===== config.mk =====
export PLATFORM = sky130hd
export DESIGN_NAME = traffic_phase_scheduler
export DESIGN_NICKNAME = d
export VERILOG_FILES = /design/src/rtl/traffic_phase_scheduler.sv
export SDC_FILE = /design/constraint.sdc
export NUM_CORES = 1
export LEC_CHECK = 0
export ABC_AREA = 1
export ABC_CLOCK_PERIOD_IN_PS = 3000
export CAP_MARGIN = 20
export CORE_MARGIN = 2
export CORE_UTILIZATION = 57
export CTS_CLUSTER_SIZE = 28
export DETAILED_ROUTE_END_ITERATION = 10
export PLACE_DENSITY = 0.83
export REMOVE_ABC_BUFFERS = 1
export SYNTH_ARGS = -nofsm -noshare
export SYNTH_HDL_FRONTEND = slang
export SYNTH_SLANG_ARGS = --single-unit
export TNS_END_PERCENT = 20

===== constraint.sdc =====
create_clock -name clk -period 3 [get_ports clk]
set_input_delay 0.75 -clock clk [delete_from_list [all_inputs] [get_ports clk]]
set_output_delay 0.75 -clock clk [all_outputs]
set_load 0.01 [all_outputs]

===== src/rtl/traffic_phase_scheduler.sv =====
// Demand-actuated NS/EW phase scheduler with pedestrian walk windows and registered outputs.
// Define TRAFFIC_PREEMPT_EN to enable emergency preemption toward the NS route (PRE state).
module traffic_phase_scheduler #(
    parameter int unsigned G_MIN     = 4,
    parameter int unsigned G_MAX     = 10,
    parameter int unsigned Y_TIME    = 2,
    parameter int unsigned AR_TIME   = 1,
    parameter int unsigned WALK_TIME = 6
) (
    input  logic       clk,
    input  logic       rst,
    input  logic       car_ew,
    input  logic       ped_req_ns,
    input  logic       ped_req_ew,
    input  logic       preempt,
    output logic [2:0] light_ns,
    output logic [2:0] light_ew,
    output logic       walk_ns,
    output logic       walk_ew,
    output logic [2:0] phase
);

    typedef enum logic [2:0] {
        StNsG = 3'd0,
        StNsY = 3'd1,
        StAr1 = 3'd2,
        StEwG = 3'd3,
        StEwY = 3'd4,
        StAr2 = 3'd5,
        StPre = 3'd6
    } state_e;

    localparam logic [2:0] LightG = 3'b001;
    localparam logic [2:0] LightY = 3'b010;
    localparam logic [2:0] LightR = 3'b011;

    localparam int unsigned GMinWalk = (G_MIN > WALK_TIME) ? G_MIN : WALK_TIME;
    localparam int unsigned GMaxWalk = (G_MAX > GMinWalk) ? G_MAX : GMinWalk;

    localparam logic [7:0] GMinM1     = 8'(G_MIN - 1);
    localparam logic [7:0] GMaxM1     = 8'(G_MAX - 1);
    localparam logic [7:0] GMinWalkM1 = 8'(GMinWalk - 1);
    localparam logic [7:0] GMaxWalkM1 = 8'(GMaxWalk - 1);
    localparam logic [7:0] YM1        = 8'(Y_TIME - 1);
    localparam logic [7:0] ArM1       = 8'(AR_TIME - 1);
    localparam logic [7:0] WalkLen    = 8'(WALK_TIME);

    state_e     state_q, state_d;
    logic [7:0] t_q, t_d;
    logic       pend_ns_q, pend_ns_d, pend_ew_q, pend_ew_d;
    logic       walk_act_q, walk_act_d;
    logic [2:0] light_ns_q, light_ns_d, light_ew_q, light_ew_d;
    logic       walk_ns_q, walk_ns_d, walk_ew_q, walk_ew_d;
    logic       pre_req;
    logic       pend_ns_set, pend_ew_set;
    logic [7:0] gmin_m1, gmax_m1;

`ifdef TRAFFIC_PREEMPT_EN
    assign pre_req = preempt;
`else
    logic preempt_unused;
    assign preempt_unused = preempt;
    assign pre_req        = 1'b0;
`endif

    // A button high on this edge counts immediately toward demand and walk entry.
    assign pend_ns_set = pend_ns_q | ped_req_ns;
    assign pend_ew_set = pend_ew_q | ped_req_ew;
    assign gmin_m1     = walk_act_q ? GMinWalkM1 : GMinM1;
    assign gmax_m1     = walk_act_q ? GMaxWalkM1 : GMaxM1;

    always_comb begin
        state_d = state_q;
        unique case (state_q)
            StNsG: begin
                if (pre_req) begin
                    state_d = StPre;
                end else if ((t_q >= gmin_m1) && (car_ew | pend_ew_set)) begin
                    state_d = StNsY;
                end
            end
            StNsY: if (t_q >= YM1) state_d = StAr1;
            StAr1: if (t_q >= ArM1) state_d = StEwG;
            StEwG: begin
                if (pre_req || ((t_q >= gmin_m1) && !car_ew) || (t_q >= gmax_m1)) begin
                    state_d = StEwY;
                end
            end
            StEwY: if (t_q >= YM1) state_d = StAr2;
            StAr2: if (t_q >= ArM1) state_d = pre_req ? StPre : StNsG;
`ifdef TRAFFIC_PREEMPT_EN
            StPre: if (!pre_req) state_d = StNsG;
`endif
            default: state_d = StNsG;
        endcase
    end

    // Walk windows are decided on green entry, which also consumes the matching request.
    always_comb begin
        pend_ns_d  = pend_ns_set;
        pend_ew_d  = pend_ew_set;
        walk_act_d = walk_act_q;
        t_d        = (t_q == 8'hff) ? t_q : t_q + 8'd1;
        if (state_d != state_q) begin
            t_d        = 8'd0;
            walk_act_d = 1'b0;
            if (state_d == StNsG) begin
                walk_act_d = pend_ns_set;
                pend_ns_d  = 1'b0;
            end
            if (state_d == StEwG) begin
                walk_act_d = pend_ew_set;
                pend_ew_d  = 1'b0;
            end
        end
    end

    always_comb begin
        light_ns_d = LightR;
        light_ew_d = LightR;
        unique case (state_d)
            StNsG, StPre: light_ns_d = LightG;
            StNsY:        light_ns_d = LightY;
            StEwG:        light_ew_d = LightG;
            StEwY:        light_ew_d = LightY;
            default: ;
        endcase
        walk_ns_d = (state_d == StNsG) && walk_act_d && (t_d < WalkLen);
        walk_ew_d = (state_d == StEwG) && walk_act_d && (t_d < WalkLen);
    end

    always_ff @(posedge clk) begin
        if (rst) begin
            state_q    <= StNsG;
            t_q        <= 8'd0;
            pend_ns_q  <= 1'b0;
            pend_ew_q  <= 1'b0;
            walk_act_q <= 1'b0;
            light_ns_q <= LightG;
            light_ew_q <= LightR;
            walk_ns_q  <= 1'b0;
            walk_ew_q  <= 1'b0;
        end else begin
            state_q    <= state_d;
            t_q        <= t_d;
            pend_ns_q  <= pend_ns_d;
            pend_ew_q  <= pend_ew_d;
            walk_act_q <= walk_act_d;
            light_ns_q <= light_ns_d;
            light_ew_q <= light_ew_d;
            walk_ns_q  <= walk_ns_d;
            walk_ew_q  <= walk_ew_d;
        end
    end

    assign light_ns = light_ns_q;
    assign light_ew = light_ew_q;
    assign walk_ns  = walk_ns_q;
    assign walk_ew  = walk_ew_q;
    assign phase    = state_q;

endmodule


==> impl_metrics.yaml, run 1 <==
status:
  run_status: "finished clean"
cts:
  tritoncts.num_buffers: 3
  h-tree-depth: 1
  numClockSinks: 20
  clock_latency_on_the_worst_skew_pair_ps: 310
  cts_setup_buffers: 0
  cts-root-buf: "clkbuf_4"
  maximum_clock_path_buffer_count: 2
  holdBufCountCts: 0
  cts.clk_slew.worst_paths_ps: 120
  post_cts_repair_resize_count: 0
  cts_tree: "yes"
setup_path:
  r2r.worst_path.cells: 10
  worst-path-max-fanout: 8
  criticalPathCategory: "input port to register"
  critical_path.reg2reg.startpoint: "t_q[1]"
  cp_data_arrival_time_ps: 2420
  endpoint_kind: "register"
  critPathLaunchType: "input port"
  worst_ep_required_time_ps: 3240
  reg2reg_setup_slack_ps: 910
  r2r_end: "t_q[4]"
yosys:
  synthesis.instances: 173
  top_post_synthesis_cells_by_area: "dfxtp_1 (34%), nand2_1 (8.9%), nor2_1 (8.9%), nand3_1 (7.6%), inv_1 (7.6%)"
  ff_latch_count_synth: 20
  ys_types: 28
  library_cell_with_the_largest_summed_area_after_synthesis: "dfxtp_1"
  ys_warn_count: 0
  synth.top_cell.area_share_pct: 33.9
  synthesis.area_per_instance_um2: 6.82
  post_synth_instance_area_mm2: 0.00118
  sequential_share_of_the_synthesized_area_pct: 33.9
hold_path:
  capture_endpoint_of_the_worst_hold_path: "pend_ns_q"
  min-delay-path-class: "register to register"
  min-delay-start: "pend_ns_q"
  min_delay_path_depth: 2
finish:
  layout.cells.most_common_list: "nor2_1 (28), nand2_1 (28), inv_1 (24)"
  synthesis_to_layout_area_growth_pct: 17.4
  num-nets-final: 201
  stdcell_count: 216
  design_area_mm2: 0.00139
  final_core_utilization_pct: 70.6
  diodes: 0
  layout-drive-gt1-share_pct: 17.5
timing:
  fin_worst_skew_ps: 7.00
  min_period_over_period_pct: 72.8
  finalSetupTns_ps: 0
  rsz0062_at_grt: "no"
  period_minus_slack_ps: 2180
  maxClockFrequency_mhz: 458
  hold_viol_final: 0
  setup_viol: 0
  finalMaxSlewViolations: 0
floorplanning:
  dieArea_mm2: 0.00245
  design.portCount: 17
  floorplan.die.height_um: 49.5
  initial_utilization_pct: 60.1
  placement_rows: 16
  core_area_mm2: 0.00196
  die_x_um: 49.5
placed_design:
  gp_routability_congestion: 0.812
  placement.io_buffers: 13
  dp_cells: 212
  hpwl_um: 1950
  placed_cell_area_mm2: 0.00133
global_route:
  grt-ovfl-total: 0
  grt_pass1_wl_um: 4050
  groute.usage.overall_pct: 21.1
  grt_pass1_vias: 1019
  grt_max_degree: 13
  number_of_antenna_violations_at_the_first_check_in_global_routing: 0
route:
  finalWirelength_um: 2350
  antenna_viol_nets_final: 0
  dr_total_vias: 1090
  drt-vias-per-instance: 5.05
  drc_errors: 0
  drt_pass1_iterations: 4
  post_drt_wl_per_cell_um: 10.9
  drtIter0Drc: 18
run:
  cap_viol_max_count: 0
pwr:
  vdd_drop_max_mv: 0.517
  power-per-cell-area_mw_per_mm2: 790
  power_leakage_nw: 0.665
[final cells by class]
cell class	count	area, um2
Clock buffer	3	22.5
Timing Repair Buffer	13	130
Tap cell	27	33.8
Sequential cell	20	400
Fill cell	180	577
Inverter	34	128
Clock inverter	1	30.0
Multi-Input combinational cell	118	641
[worst max-delay path, cell delays in order]
cell             delay [ps]
clkdlybuf4s50_1         390
or2_1                   280
nor2_1                  120
nor2_1                   50
nand2_1                  90
inv_1                    40
nor2_1                   90
nand3_1                  80
nand2_2                 140
nand3_2                 180
a31oi_1                 200
[worst max path at each step]
stage	slack, ps	to	start	cells after the start
floorplan	1100	walk_ns	ped_req_ew	13
global route	670	t_q[4]	ped_req_ew	11
detailed placement	520	t_q[4]	ped_req_ew	11
CTS	830	t_q[4]	ped_req_ew	11
global placement	560	walk_ew	ped_req_ew	14
finish	820	t_q[4]	ped_req_ew	11
[cell families after synthesis]
kind of cell               Yosys count  share of synthesized area (%)
and+or+nand+nor                     96                           40.2
DFF                                 20                           33.9
buffers and inverters               36                           12.1
other                                1                          0.318
adders and majority gates            5                           5.30
AOI/OAI and AO/OA                   15                           8.16
[report_power, final]
part           internal (W)  total [W]  switching (W)
Clock              0.000135   0.000221      0.0000857
Combinational      0.000197   0.000527       0.000330
Sequential         0.000311   0.000346      0.0000355
[state kept, by name, summed over array words and instances (netlist names)]
signal / cells
light_ew: 2
light_ns: 2
pend_ew_q: 1
pend_ns_q: 1
phase: 3
t_q: 8
walk_act_q: 1
walk_ew: 1
walk_ns: 1
[synth_stat cells]
master and number:
o211ai_1 3, conb_1 1, buf_4 2, nor2_4 2
or2_1 1, nand2_2 5, or2_2 1, a21boi_1 1
nand3_1 18, nand3b_1 1, nand3_2 3, nor3_4 1
nor2_1 28, o21a_1 2, a31oi_1 2, inv_2 10
nor4_1 1, dfxtp_1 20, o21ai_0 1, inv_1 24
nor3_1 1, nand3b_2 1, nand2_1 28, nor2_2 5
ha_1 5, o21ai_2 1, a21oi_1 4, o21ai_1 1
[routing by layer]
layer	vias to the layer above	global-route usage [%]	wire length (um)
met5	-	0	0
met3	6	4.55	93
met4	0	8.80	52
met1	487	22.9	1050
met2	31	39.2	1150
li1	566	-	-
[through the flow]
stage | hold WS (ps) | power (W) | setup WS [ps]
after floorplan | 486 | 0.000737 | 1100
after global placement | 509 | 0.000858 | 555
after detailed placement | 530 | 0.000880 | 520
after CTS | 549 | 0.00110 | 834
after global routing | 579 | 0.00118 | 672
final | 544 | 0.00109 | 817
No activity file was read; power rests on OpenSTA's default activity.
==> run 2: changes to the inputs <==
- ABC_CLOCK_PERIOD_IN_PS: 3000 -> 2300
- CORE_UTILIZATION: 57 -> 53
- PLACE_DENSITY: 0.83 -> 0.78
- clock period: 3 -> 2.3 ns (I/O delays scaled with it)
==> impl_metrics.yaml, run 2 (synthesis gave the netlist of run 1 again) <==
cts:
  cts.clk_slew.worst_paths_ps: 120
  post_cts_repair_resize_count: 0
  h-tree-depth: 1
  cts-root-buf: "clkbuf_4"
  clock_latency_on_the_worst_skew_pair_ps: 310
  holdBufCountCts: 0
  cts_tree: "yes"
  numClockSinks: 20
  maximum_clock_path_buffer_count: 2
  tritoncts.num_buffers: 3
  cts_setup_buffers: 0
timing:
  min_period_over_period_pct: 91.4
  maxClockFrequency_mhz: 476
  hold_viol_final: 0
  finalSetupTns_ps: 0
  period_minus_slack_ps: 2100
  rsz0062_at_grt: "no"
  setup_viol: 0
  finalMaxSlewViolations: 0
  fin_worst_skew_ps: 5.74
floorplanning:
  dieArea_mm2: 0.00262
  die_x_um: 51.2
  initial_utilization_pct: 54.9
  design.portCount: 17
  placement_rows: 17
  core_area_mm2: 0.00215
  floorplan.die.height_um: 51.2
finish:
  filler_cell_count: 192
  layout-drive-gt1-share_pct: 18.4
  synthesis_to_layout_area_growth_pct: 18.5
  design_area_mm2: 0.00140
  multi_input_area_um2: 644
  flip_flop_count_of_the_largest_register_all_copies_and_words_added: 8
  num-nets-final: 202
  diodes: 0
  layout.cells.most_common_list: "nor2_1 (28), nand2_1 (28), inv_1 (24)"
  area.sequential_um2: 400
  largest_register: "t_q"
setup_path:
  worst_ep_required_time_ps: 2560
  criticalPathCategory: "register to register"
  r2r_end: "walk_ns"
  cp_startpoint: "t_q[1]"
  cp_data_arrival_time_ps: 2360
  reg2reg_setup_slack_ps: 200
  critical_path.reg2reg.startpoint: "t_q[1]"
  worst-path-max-fanout: 6
  critical_path.endpoint: "walk_ns"
  endpoint_kind: "register"
  critPathLaunchType: "register"
  r2r.worst_path.cells: 12
global_route:
  grt_pass1_wl_um: 4130
  grt_pass1_vias: 1019
  grt_max_degree: 13
  number_of_antenna_violations_at_the_first_check_in_global_routing: 0
  grt-ovfl-total: 0
  groute.usage.overall_pct: 21.1
route:
  antenna_viol_nets_final: 0
  drc_errors: 0
  drt_pass1_iterations: 4
  drtIter0Drc: 34
  post_drt_wl_per_cell_um: 11.0
  drt-vias-per-instance: 4.95
  finalWirelength_um: 2400
  dr_total_vias: 1080
run:
  cap_viol_max_count: 0
placed_design:
  gp_routability_congestion: 0.823
  placement.io_buffers: 13
  placed_cell_area_mm2: 0.00134
  hpwl_um: 1880
pwr:
  power_leakage_nw: 0.670
  power-per-cell-area_mw_per_mm2: 1030
  vdd_drop_max_mv: 0.615
status:
  run_status: "finished clean"
hold_path:
  min-delay-path-class: "register to register"
run 2: area by class of cell:
type	instances	area share, %
Clock buffer	3	1.61
Clock inverter	1	2.15
Inverter	34	9.13
Multi-Input combinational cell	118	46.1
Sequential cell	20	28.6
Tap cell	28	2.51
Timing Repair Buffer	14	9.85
run 2: worst min path at each step:
| stage | startpoint | to | slack [ps] | cells past startpoint |
|---|---|---|---|---|
| CTS | pend_ns_q | pend_ns_q | 540 | 2 |
| finish | pend_ns_q | pend_ns_q | 540 | 2 |
| detailed placement | pend_ns_q | pend_ns_q | 520 | 2 |
| global placement | pend_ns_q | pend_ns_q | 510 | 2 |
| global route | t_q[5] | t_q[5] | 580 | 2 |
| floorplan | pend_ns_q | pend_ns_q | 490 | 2 |
run 2: per-stage QoR:
| step | instances | util, % | power [W] | worst slack, ps | hold slack [ps] |
|---|---|---|---|---|---|
| after floorplan | 172 | - | 0.000961 | 487 | 486 |
| after global placement | 214 | 62.4 | 0.00113 | 81.3 | 511 |
| after detailed placement | 214 | 62.4 | 0.00115 | 58.2 | 520 |
| after CTS | 218 | 64.9 | 0.00144 | 141 | 537 |
| after global routing | 218 | 65.1 | 0.00157 | 2.91 | 580 |
| final | 218 | 65.1 | 0.00145 | 198 | 536 |
run 2: report_power, final:
group	internal [W]	leakage, nW	total (W)	switching [W]
Sequential	0.000406	0.163	0.000452	0.0000467
Clock	0.000176	0.0279	0.000293	0.000116
Combinational	0.000258	0.479	0.000701	0.000443
run 2: routing by layer:
layer | global-route usage [%] | part of all wire [%]
met3 | 3.80 | 3.1
met5 | 0 | 0
met1 | 23.9 | 45
met4 | 9.46 | 2.4
met2 | 38.1 | 49
run 2: critical path, cell delays in order (launching register included):
cell      delay (ps)
dfxtp_1          420
inv_1            100
ha_1             180
nand3b_2         250
a21oi_2          210
nand3_2          140
nand3_2          150
nand2_1           80
nand2_2          120
nand2_1          100
nand3_1          110
nand3_1           80
nor2_1           110
==> run 3: changes to the inputs <==
- ABC_AREA: 1 -> 0
- CAP_MARGIN: 20 -> not set
- GPL_TIMING_DRIVEN: not set -> 1
==> impl_metrics.yaml, run 3 <==
status:
  run_status: "finished clean"
timing:
  min_period_over_period_pct: 91.5
  fin_worst_skew_ps: 6.04
  rsz0062_at_grt: "no"
  period_minus_slack_ps: 2100
  setup_viol: 0
  hold_viol_final: 0
  finalMaxSlewViolations: 0
  maxClockFrequency_mhz: 475
floorplanning:
  floorplan.die.height_um: 51.6
  initial_utilization_pct: 55.2
  dieArea_mm2: 0.00266
  design.portCount: 17
  core_area_mm2: 0.00217
  die_x_um: 51.6
  placement_rows: 17
setup_path:
  crit_chain: "clkdlybuf4s50_1"
  critical_path.reg2reg.startpoint: "t_q[1]"
  critical_path.max_stage_delay_ps: 620
  critical_path.top_delay_family: "buffers and inverters"
  cp_data_arrival_time_ps: 1530
  criticalPathCategory: "register to output pin"
  worst_ep_required_time_ps: 1730
  r2r_end: "t_q[4]"
  r2r.worst_path.cells: 7
  path_depth: 1
  timing.critical_path.buf_inv: 1
  reg2reg_setup_slack_ps: 200
  endpoint_kind: "output pin"
  critical_path.slowest_cell: "clkdlybuf4s50_1"
  worst-path-max-fanout: 14
  critPathLaunchType: "register"
global_route:
  groute.usage.overall_pct: 18.8
  grt-ovfl-total: 0
  globalRouteMet3Util_pct: 3.74
  grt_use_met1_pct: 21.4
  grt_max_degree: 15
  grt_pass1_vias: 868
  busiest_layer: "met2"
  grt_pass1_wl_um: 3730
  number_of_antenna_violations_at_the_first_check_in_global_routing: 0
  gr-usage-met2_pct: 32.7
route:
  dr_total_vias: 1003
  drt_pass1_iterations: 5
  drtIter0Drc: 19
  drt-vias-per-instance: 5.51
  finalWirelength_um: 2370
  antenna_viol_nets_final: 0
  post_drt_wl_per_cell_um: 13.0
  drc_errors: 0
placed_design:
  placement.io_buffers: 13
  gp_routability_congestion: 0.855
  hpwl_um: 1800
  dp_cells: 178
finish:
  flip_flop_count_of_the_largest_register_all_copies_and_words_added: 8
  diodes: 0
  synthesis_to_layout_area_growth_pct: 15.4
  layout-drive-gt1-share_pct: 13.6
  filler_cell_count: 211
  final_core_utilization_pct: 63.8
  stdcell_count: 182
  num-nets-final: 166
  layout.cells.most_common_list: "nor2_1 (20), dfxtp_1 (20), clkdlybuf4s50_1 (13)"
  largest_register: "t_q"
yosys:
  ys_warn_count: 0
  synth-edff-count: 0
  synth.top_cell.area_share_pct: 33.4
  ys_types: 45
  ys_dominant_reg_cell: "dfxtp_1"
  post_synth_instance_area_mm2: 0.00120
  ys_async_sr_fraction_pct: 0
  library_cell_with_the_largest_summed_area_after_synthesis: "dfxtp_1"
  ff_latch_count_synth: 20
  synth.top_cells.by_count: "dfxtp_1 (20), nor2_1 (20), nand2_1 (9), nand3_1 (8)"
  synthesis.area_per_instance_um2: 8.27
  sequential_share_of_the_synthesized_area_pct: 33.4
  top_post_synthesis_cells_by_area: "dfxtp_1 (33%), nor2_1 (6.3%), ha_1 (5.2%), nand3_1 (3.3%), nor3_1 (2.9%)"
  synthesis.instances: 145
cts:
  holdBufCountCts: 0
  cts-root-buf: "clkbuf_4"
  cts_setup_buffers: 0
  clock_latency_on_the_worst_skew_pair_ps: 310
  numClockSinks: 20
  maximum_clock_path_buffer_count: 2
  h-tree-depth: 1
  cts_tree: "yes"
  tritoncts.num_buffers: 3
  cts.clk_slew.worst_paths_ps: 110
pwr:
  power_leakage_nw: 0.513
  power_w: 0.00152
  power-per-cell-area_mw_per_mm2: 1100
  vdd_drop_max_mv: 0.656
hold_path:
  min-delay-path-class: "register to register"
  capture_endpoint_of_the_worst_hold_path: "pend_ew_q"
  min-delay-start: "pend_ew_q"
  min_delay_path_depth: 2
run:
  cap_viol_max_count: 0
## run 3: cells by family (layout without fill, tap and decap cells)
kind of cell	count (synthesis)	after routing	share of synthesized area, %
buffers and inverters	19	27	8.35
xor gates and xnor gates	2	2	1.46
DFF	20	20	33.4
and+or+nand+nor	70	70	32.1
AOI/OAI and AO/OA	24	24	15.8
other	1	2	0.313
muxes	3	3	2.51
adders and majority gates	6	6	6.05
## run 3: how the worst max path moves through the flow
stage	from	endpoint	slack (ps)
CTS	t_q[1]	t_q[4]	60
global route	t_q[1]	walk_ns	20
detailed placement	car_ew	t_q[4]	-130
global placement	car_ew	t_q[4]	-100
floorplan	t_q[1]	t_q[3]	340
finish	phase[1]	phase[1]	200
## run 3: routing by layer
metal | wire length [um] | part of all wire (%)
met4 | 29 | 1.2
met5 | 0 | 0
met3 | 81 | 3.4
met2 | 1260 | 53
met1 | 994 | 42
## run 3: report_power, final
part | switching [W] | internal, W
Clock | 0.000109 | 0.000176
Combinational | 0.000375 | 0.000358
Sequential | 0.0000863 | 0.000419
## run 3: cell type report
type	count	area, um2	area share (%)
inverter	5	18.8	1.36
sequential	20	400	28.9
timing repair buffer	18	168	12.1
tap	28	35.0	2.53
multi-input combinational	107	709	51.3
clock inverter	1	30.0	2.17
clock buffer	3	22.5	1.63
## run 3: through the flow
step                setup slack, ps  cell area [um2]  TNS, ps  hold slack, ps
floorplan                       343             1120        0             467
global placement               -102             1320     -743             484
detailed placement             -130             1320     -934             495
CTS                            55.9             1380        0             512
global route                   24.0             1380        0             539
finish                          195             1380        0             511
## run 3: what timing repair did
item	4_1_cts	5_1_grt
resized for setup	0	2
endpoints found under the hold margin	0	0
setup endpoints to repair	0	10
==> edit 1 (config.mk and constraints of run 3) <==
Register the inputs `car_ew`, `ped_req_ns` and `ped_req_ew` before use, without a reset. The logic sees them one clock later. The other inputs are not delayed to match.
--- a/src/rtl/traffic_phase_scheduler.sv
+++ b/src/rtl/traffic_phase_scheduler.sv
@@ -47,2 +47,12 @@
 
+    logic car_ew_q;
+    logic ped_req_ns_q;
+    logic ped_req_ew_q;
+
+    always_ff @(posedge clk) begin
+        car_ew_q     <= car_ew;
+        ped_req_ns_q <= ped_req_ns;
+        ped_req_ew_q <= ped_req_ew;
+    end
+
     state_e     state_q, state_d;
@@ -66,4 +76,4 @@
     // A button high on this edge counts immediately toward demand and walk entry.
-    assign pend_ns_set = pend_ns_q | ped_req_ns;
-    assign pend_ew_set = pend_ew_q | ped_req_ew;
+    assign pend_ns_set = pend_ns_q | ped_req_ns_q;
+    assign pend_ew_set = pend_ew_q | ped_req_ew_q;
     assign gmin_m1     = walk_act_q ? GMinWalkM1 : GMinM1;
@@ -77,3 +87,3 @@
                     state_d = StPre;
-                end else if ((t_q >= gmin_m1) && (car_ew | pend_ew_set)) begin
+                end else if ((t_q >= gmin_m1) && (car_ew_q | pend_ew_set)) begin
                     state_d = StNsY;
@@ -84,3 +94,3 @@
             StEwG: begin
-                if (pre_req || ((t_q >= gmin_m1) && !car_ew) || (t_q >= gmax_m1)) begin
+                if (pre_req || ((t_q >= gmin_m1) && !car_ew_q) || (t_q >= gmax_m1)) begin
                     state_d = StEwY;
Formal check against the unedited RTL: not equivalent (Yosys sat finds a counterexample within 10 cycles, from zero or initial values and one cycle with rst high).
==> edit 1 against run 3 <==
  * Total power grew 8.9%
  * Sequential cell count up 3
  * Combinational power increased by 25%
  * Highest routed layer unchanged
  * Die area rose by 2.8%
  * Critical path type is now flip-flop to flip-flop
  * Synthesized area grew 3.0%
  * Wire length up 22%
  * Clock skew down 4.2 ps
  * Cell area up 15%
  * Setup slack got worse by 170 ps
  * Core utilization up 7.9 points
  * First-iteration DRC count up 37%
==> edit 1: results (changes against run 3) <==
{| class="wikitable"
! Metric !! Value
|-
| Final setup skew || 1.84 ps (was 6.04 ps)
|-
| Worst-skew pair later-pin latency || 320 ps
|-
| Inserted Diodes || 0 (unchanged)
|-
| Share of cells above drive strength 1 || 0.280 (was 0.136)
|-
| Initial DRT Pass Iterations || 4 (was 5)
|-
| Detailed router's first-iteration violation count || 26 (was 19)
|-
| Run status || completed (unchanged)
|-
| Async set-or-reset flop fraction in the synthesized netlist || 0 (unchanged)
|-
| Register-to-register setup slack || 30 ps (was 200 ps)
|-
| Global-route wire length before repair || 4580 um (was 3730 um)
|-
| Count of buffers from port buffering || 13 (unchanged)
|-
| Syn avg cell area || 8.82 um2 (was 8.27 um2)
|-
| RD Place Congestion || 0.872 (was 0.855)
|-
| Post-detail-place hpwl || 2050 um (was 1800 um)
|-
| Yosys cell types || 51 (was 45)
|-
| CP Class || flip-flop to flip-flop (was flip-flop to primary output)
|-
| Synth top area cells || dfxtp_1 (37%), nor2_1 (5.8%), ha_1 (5.1%) (was dfxtp_1 (33%), nor2_1 (6.3%), ha_1 (5.2%))
|-
| Ratio of routed vias to standard cells || 5.82 (was 5.51)
|-
| Data arrival, critical path || 2500 ps (was 1530 ps)
|-
| Initial antenna violation count || 0 (unchanged)
|-
| Cell leakage power || 0.612 nW (was 0.513 nW)
|-
| TritonCTS buffer count || 3 (unchanged)
|-
| Final cell count without fillers || 192 (was 182)
|-
| Register area share after synthesis || 0.373 (was 0.334)
|-
| Final layout net count || 176 (was 166)
|-
| Post-placement cell area || 1450 um2 (was 1320 um2)
|-
| CTS clk-pin slew, worst paths || 130 ps (was 110 ps)
|-
| Maximum number of pins on one net before global-route repair || 14 (was 15)
|-
| CTS Root Buffer Type || clkbuf_4 (unchanged)
|-
| Max IR drop VDD || 0.726 mV (was 0.656 mV)
|-
| Most used standard cells in the synthesized netlist || dfxtp_1 (23), nor2_1 (19), nand2_1 (9), clkbuf_1 (6) (was dfxtp_1 (20), nor2_1 (20), nand2_1 (9), nand3_1 (8))
|-
| Global-route usage over all layers || 0.227 (was 0.188)
|-
| Start point of the critical path || t_q[1] (was phase[1])
|-
| Detail-routed net length per standard cell || 15.1 um (was 13.0 um)
|-
| Peak fanout along the critical path || 5 (was 14)
|-
| # H-tree levels || 1 (unchanged)
|-
| Vias in the first global route || 1055 (was 868)
|-
| Terminus of the critical flop-to-flop path || walk_ew (was t_q[4])
|-
| R2r worst-path depth || 8 (was 7)
|}
-- edit 1: cell types whose count changed in the layout (fill, tap and decap cells not counted), sizes merged, moves of 3 or more --
| cell | run 3 | this run |
|---|---|---|
| dfxtp | 20 | 23 |
| nor3 | 8 | 5 |
| buf | 5 | 15 |
| a21o | 0 | 3 |
| nand3 | 8 | 5 |
-- edit 1: per-layer routing --
metal | vias up | routed length [um] | global-route usage
met1 | 523 | 1250 | 0.293
met4 | 0 | 41 | 0.0769
met2 | 38 | 1470 | 0.384
met5 | - | 0 | 0
li1 | 553 | - | -
met3 | 4 | 136 | 0.0343
-- edit 1: final cells by class --
class / count / area (um2)
tap: 28 / 35.0
multi-input combinational: 104 / 795
fill: 171 / 627
clock buffer: 3 / 22.5
sequential: 23 / 467
clock inverter: 1 / 5.00
timing repair buffer: 28 / 243
inverter: 5 / 18.8
-- edit 1: stage by stage --
stage          setup slack, ps  utilization
2_1_floorplan              111            -
5_1_grt                  -39.2        0.717
4_1_cts                   10.6        0.676
3_3_place_gp              38.8        0.656
3_5_place_dp             -39.9        0.656
6_report                  28.0        0.717
-- edit 1: timing repair --
item	CTS	global route
setup buffers	2	1
pin swaps	3	8
hold buffers	0	0
gates resized for setup	1	19
endpoints found under the setup margin	6	12
-- edit 1: power by group --
group          switching [W]  internal, W
logic               0.000452     0.000465
clock network       0.000129    0.0000653
registers          0.0000764     0.000472
-- edit 1: how the worst min path moves through the flow --
stage               startpoint         end  slack [ps]  cells after the start
floorplan           walk_act_q  walk_act_q         480                      2
CTS                 walk_act_q  walk_act_q         560                      2
detailed placement  walk_act_q  walk_act_q         540                      2
global placement    walk_act_q  walk_act_q         520                      2
finish                  t_q[6]      t_q[6]         570                      2
global route        walk_act_q  walk_act_q         610                      2
-- edit 1: critical path, cell delays in order, from the launching register on --
cell and delay [ps]:
dfxtp_2 350, ha_1 290, a211o_1 340, a211oi_4 300, nor3_2 90, o311ai_4 430, buf_4 180, nor4b_1 40
o21bai_1 160
-- edit 1: cells by family after synthesis --
logic type	count (synthesis)	synth area share
flops	23	0.373
mux	1	0.00811
simple gates	61	0.284
fa+ha+maj	5	0.0507
compound gates	32	0.211
buf+inv	14	0.0496
xor+xnor	3	0.0213
other cells	1	0.00304
==> edit 2 (flow settings as in run 3) <==
Made on the original files. Set the parameter `G_MAX` to 9 (it was 10).
--- a/src/rtl/traffic_phase_scheduler.sv
+++ b/src/rtl/traffic_phase_scheduler.sv
@@ -4,3 +4,3 @@
     parameter int unsigned G_MIN     = 4,
-    parameter int unsigned G_MAX     = 10,
+    parameter int unsigned G_MAX     = 9,
     parameter int unsigned Y_TIME    = 2,
Function: same outputs for any inputs over 10 cycles, from zero or initial values and one cycle with rst high; that may be too few to reach the edited logic, so the function may still have changed.
==> edit 2 against run 3 <==
  * Critical path type is now flip-flop to flip-flop
  * Core utilization is 17 points higher
  * Die area decreased by 3.2%
  * Wire length increased by 20%
  * Critical endpoint is now walk_ns
  * Global-route usage increased by 2.5 points
  * Synthesized area shrank 3.4%
  * Total power is 26% higher
  * Setup slack got worse by 360 ps
  * Sequential cell count is the same
  * Synthesized cell count shrank 6.2%
  * Cell area up 17%
  * Largest power group unchanged
  * Sequential power decreased by 5.0%
  * The flow now finishes with violations (negative setup slack)
==> edit 2: results (changes against run 3) <==
{| class="wikitable"
! Metric !! Value
|-
| Run status || finished with violations (was completed)
|-
| Violated checks || negative setup slack
|-
| Count of endpoints failing setup in the final report || 11 (was 0)
|-
| Routed wire length || 2840 um (was 2370 um)
|-
| Detail-routed net length per standard cell || 14.6 um (was 13.0 um)
|-
| DR WL met3 || 146 um (was 81 um)
|-
| Global-route wire length before repair || 4200 um (was 3730 um)
|-
| Cell family contributing the most delay on the critical path || compound AO/OA/AOI/OAI gates (was buffers and inverters)
|-
| Global Route met1 Usage || 0.291 (was 0.214)
|-
| Terminus of the critical flop-to-flop path || walk_ns (was t_q[4])
|-
| Proportion of synthesized area in mux cells || 0.0216 (was 0.0251)
|-
| Start point of the critical path || t_q[1] (was phase[1])
|-
| Standard cell with the maximum stage delay on the critical path || or3b_4 (was clkdlybuf4s50_1)
|-
| Global-route usage over all layers || 0.213 (was 0.188)
|-
| CTS clk-pin slew, worst paths || 130 ps (was 110 ps)
|-
| Share of synthesized cell area in full adder, half adder and majority cells || 0.0649 (was 0.0605)
|-
| Internal power || 0.00121 W (was 0.000954 W)
|-
| Most used standard cells in the synthesized netlist || dfxtp_1 (20), nor2_1 (14), a21oi_1 (9), nand3_1 (7), nor3_1 (7) (was dfxtp_1 (20), nor2_1 (20), nand2_1 (9), nand3_1 (8))
|-
| Synthesized-area fraction occupied by ao, oa, aoi and oai cells || 0.198 (was 0.158)
|-
| Initial DRT Pass Iterations || 5 (unchanged)
|-
| Number of flip-flops in the largest register || 8 (unchanged)
|-
| GR Util met2 || 0.342 (was 0.327)
|-
| Syn avg cell area || 8.51 um2 (was 8.27 um2)
|-
| CP Class || flip-flop to flip-flop (was flip-flop to primary output)
|-
| Met2 wire length || 1380 um (was 1260 um)
|-
| Final setup skew || 7.22 ps (was 6.04 ps)
|-
| Cell leakage power || 0.665 nW (was 0.513 nW)
|-
| Worst setup margin || -169 ps (was 195 ps)
|-
| R2r worst-path depth || 9 (was 7)
|-
| Post-route setup TNS || -668 ps (was 0 ps)
|-
| Number of placed cells counting well taps || 185 (was 178)
|-
| Share of the synthesized netlist area taken by xor and xnor gates || 0.0151 (was 0.0146)
|-
| Share of cells above drive strength 1 || 0.323 (was 0.136)
|-
| Yosys cell types || 43 (was 45)
|-
| Maximum number of pins on one net before global-route repair || 13 (was 15)
|-
| Vias in the first global route || 959 (was 868)
|-
| Post-detail-place hpwl || 1820 um (was 1800 um)
|-
| Post-placement cell area || 1410 um2 (was 1320 um2)
|-
| Metal-1 WL || 1270 um (was 994 um)
|-
| Peak fanout along the critical path || 3 (was 14)
|-
| Vias after detailed routing || 1132 (was 1003)
|-
| Highest cell delay on the worst timing path || 400 ps (was 620 ps)
|-
| RD Place Congestion || 0.922 (was 0.855)
|-
| Synth top area cells || dfxtp_1 (35%), ha_1 (6.5%), nor2_1 (4.5%) (was dfxtp_1 (33%), nor2_1 (6.3%), ha_1 (5.2%))
|-
| Register area share after synthesis || 0.346 (was 0.334)
|-
| Final layout net count || 180 (was 166)
|-
| Detailed router's first-iteration violation count || 29 (was 19)
|}
==> edit 2: cell types whose count changed after synthesis, moves of 2 or more <==
cell and change:
nand4_1 -2, nor2_1 -6, or3_1 +3, a21oi_1 +4
o311ai_0 -2, and4_1 +2, and2_1 -2, o21ai_0 +3
a211oi_1 +4, nand3b_1 -2, nor3b_2 -2, nand2_1 -3
a31oi_1 +2, mux2i_1 -2
==> edit 2: tightest hold or removal path, cell delays in order (launching register included) <==
cell and delay, ps:
dfxtp_2 370, nand2b_1 70, a21oi_1 60
==> edit 2: layout make-up <==
cell class	instances	area, um2
clock inverters	1	30.0
multi-input cells	100	772
clock buffers	3	22.5
repair buffers	37	327
fillers	128	383
well taps	27	33.8
inverters	6	27.5
flip-flops and latches	20	407
==> edit 2: power by group through the flow <==
stage,combinational (W),sequential (W),clock [W]
floorplan,0.000448,0.000486,0
global placement,0.000812,0.000463,0
detailed placement,0.000838,0.000467,0
CTS,0.000972,0.000465,0.000290
global route,0.00120,0.000488,0.000310
finish,0.00113,0.000480,0.000302
==> edit 2: how the worst min path moves through the flow <==
stage	from	end	slack (ps)	cells past startpoint
finish	walk_act_q	walk_act_q	530	2
global route	walk_act_q	walk_act_q	560	2
CTS	t_q[6]	t_q[6]	560	1
detailed placement	walk_act_q	walk_act_q	520	2
global placement	walk_act_q	walk_act_q	500	2
floorplan	walk_act_q	walk_act_q	460	2
==> edit 2: repair_timing <==
| action | 4_1_cts | 5_1_grt |
|---|---|---|
| setup buffers | 3 | 2 |
| gates resized for setup | 14 | 17 |
| endpoints found under the setup margin | 13 | 13 |
| gates cloned | 0 | 0 |
| pin swaps | 10 | 6 |
| hold buffers | 0 | 0 |
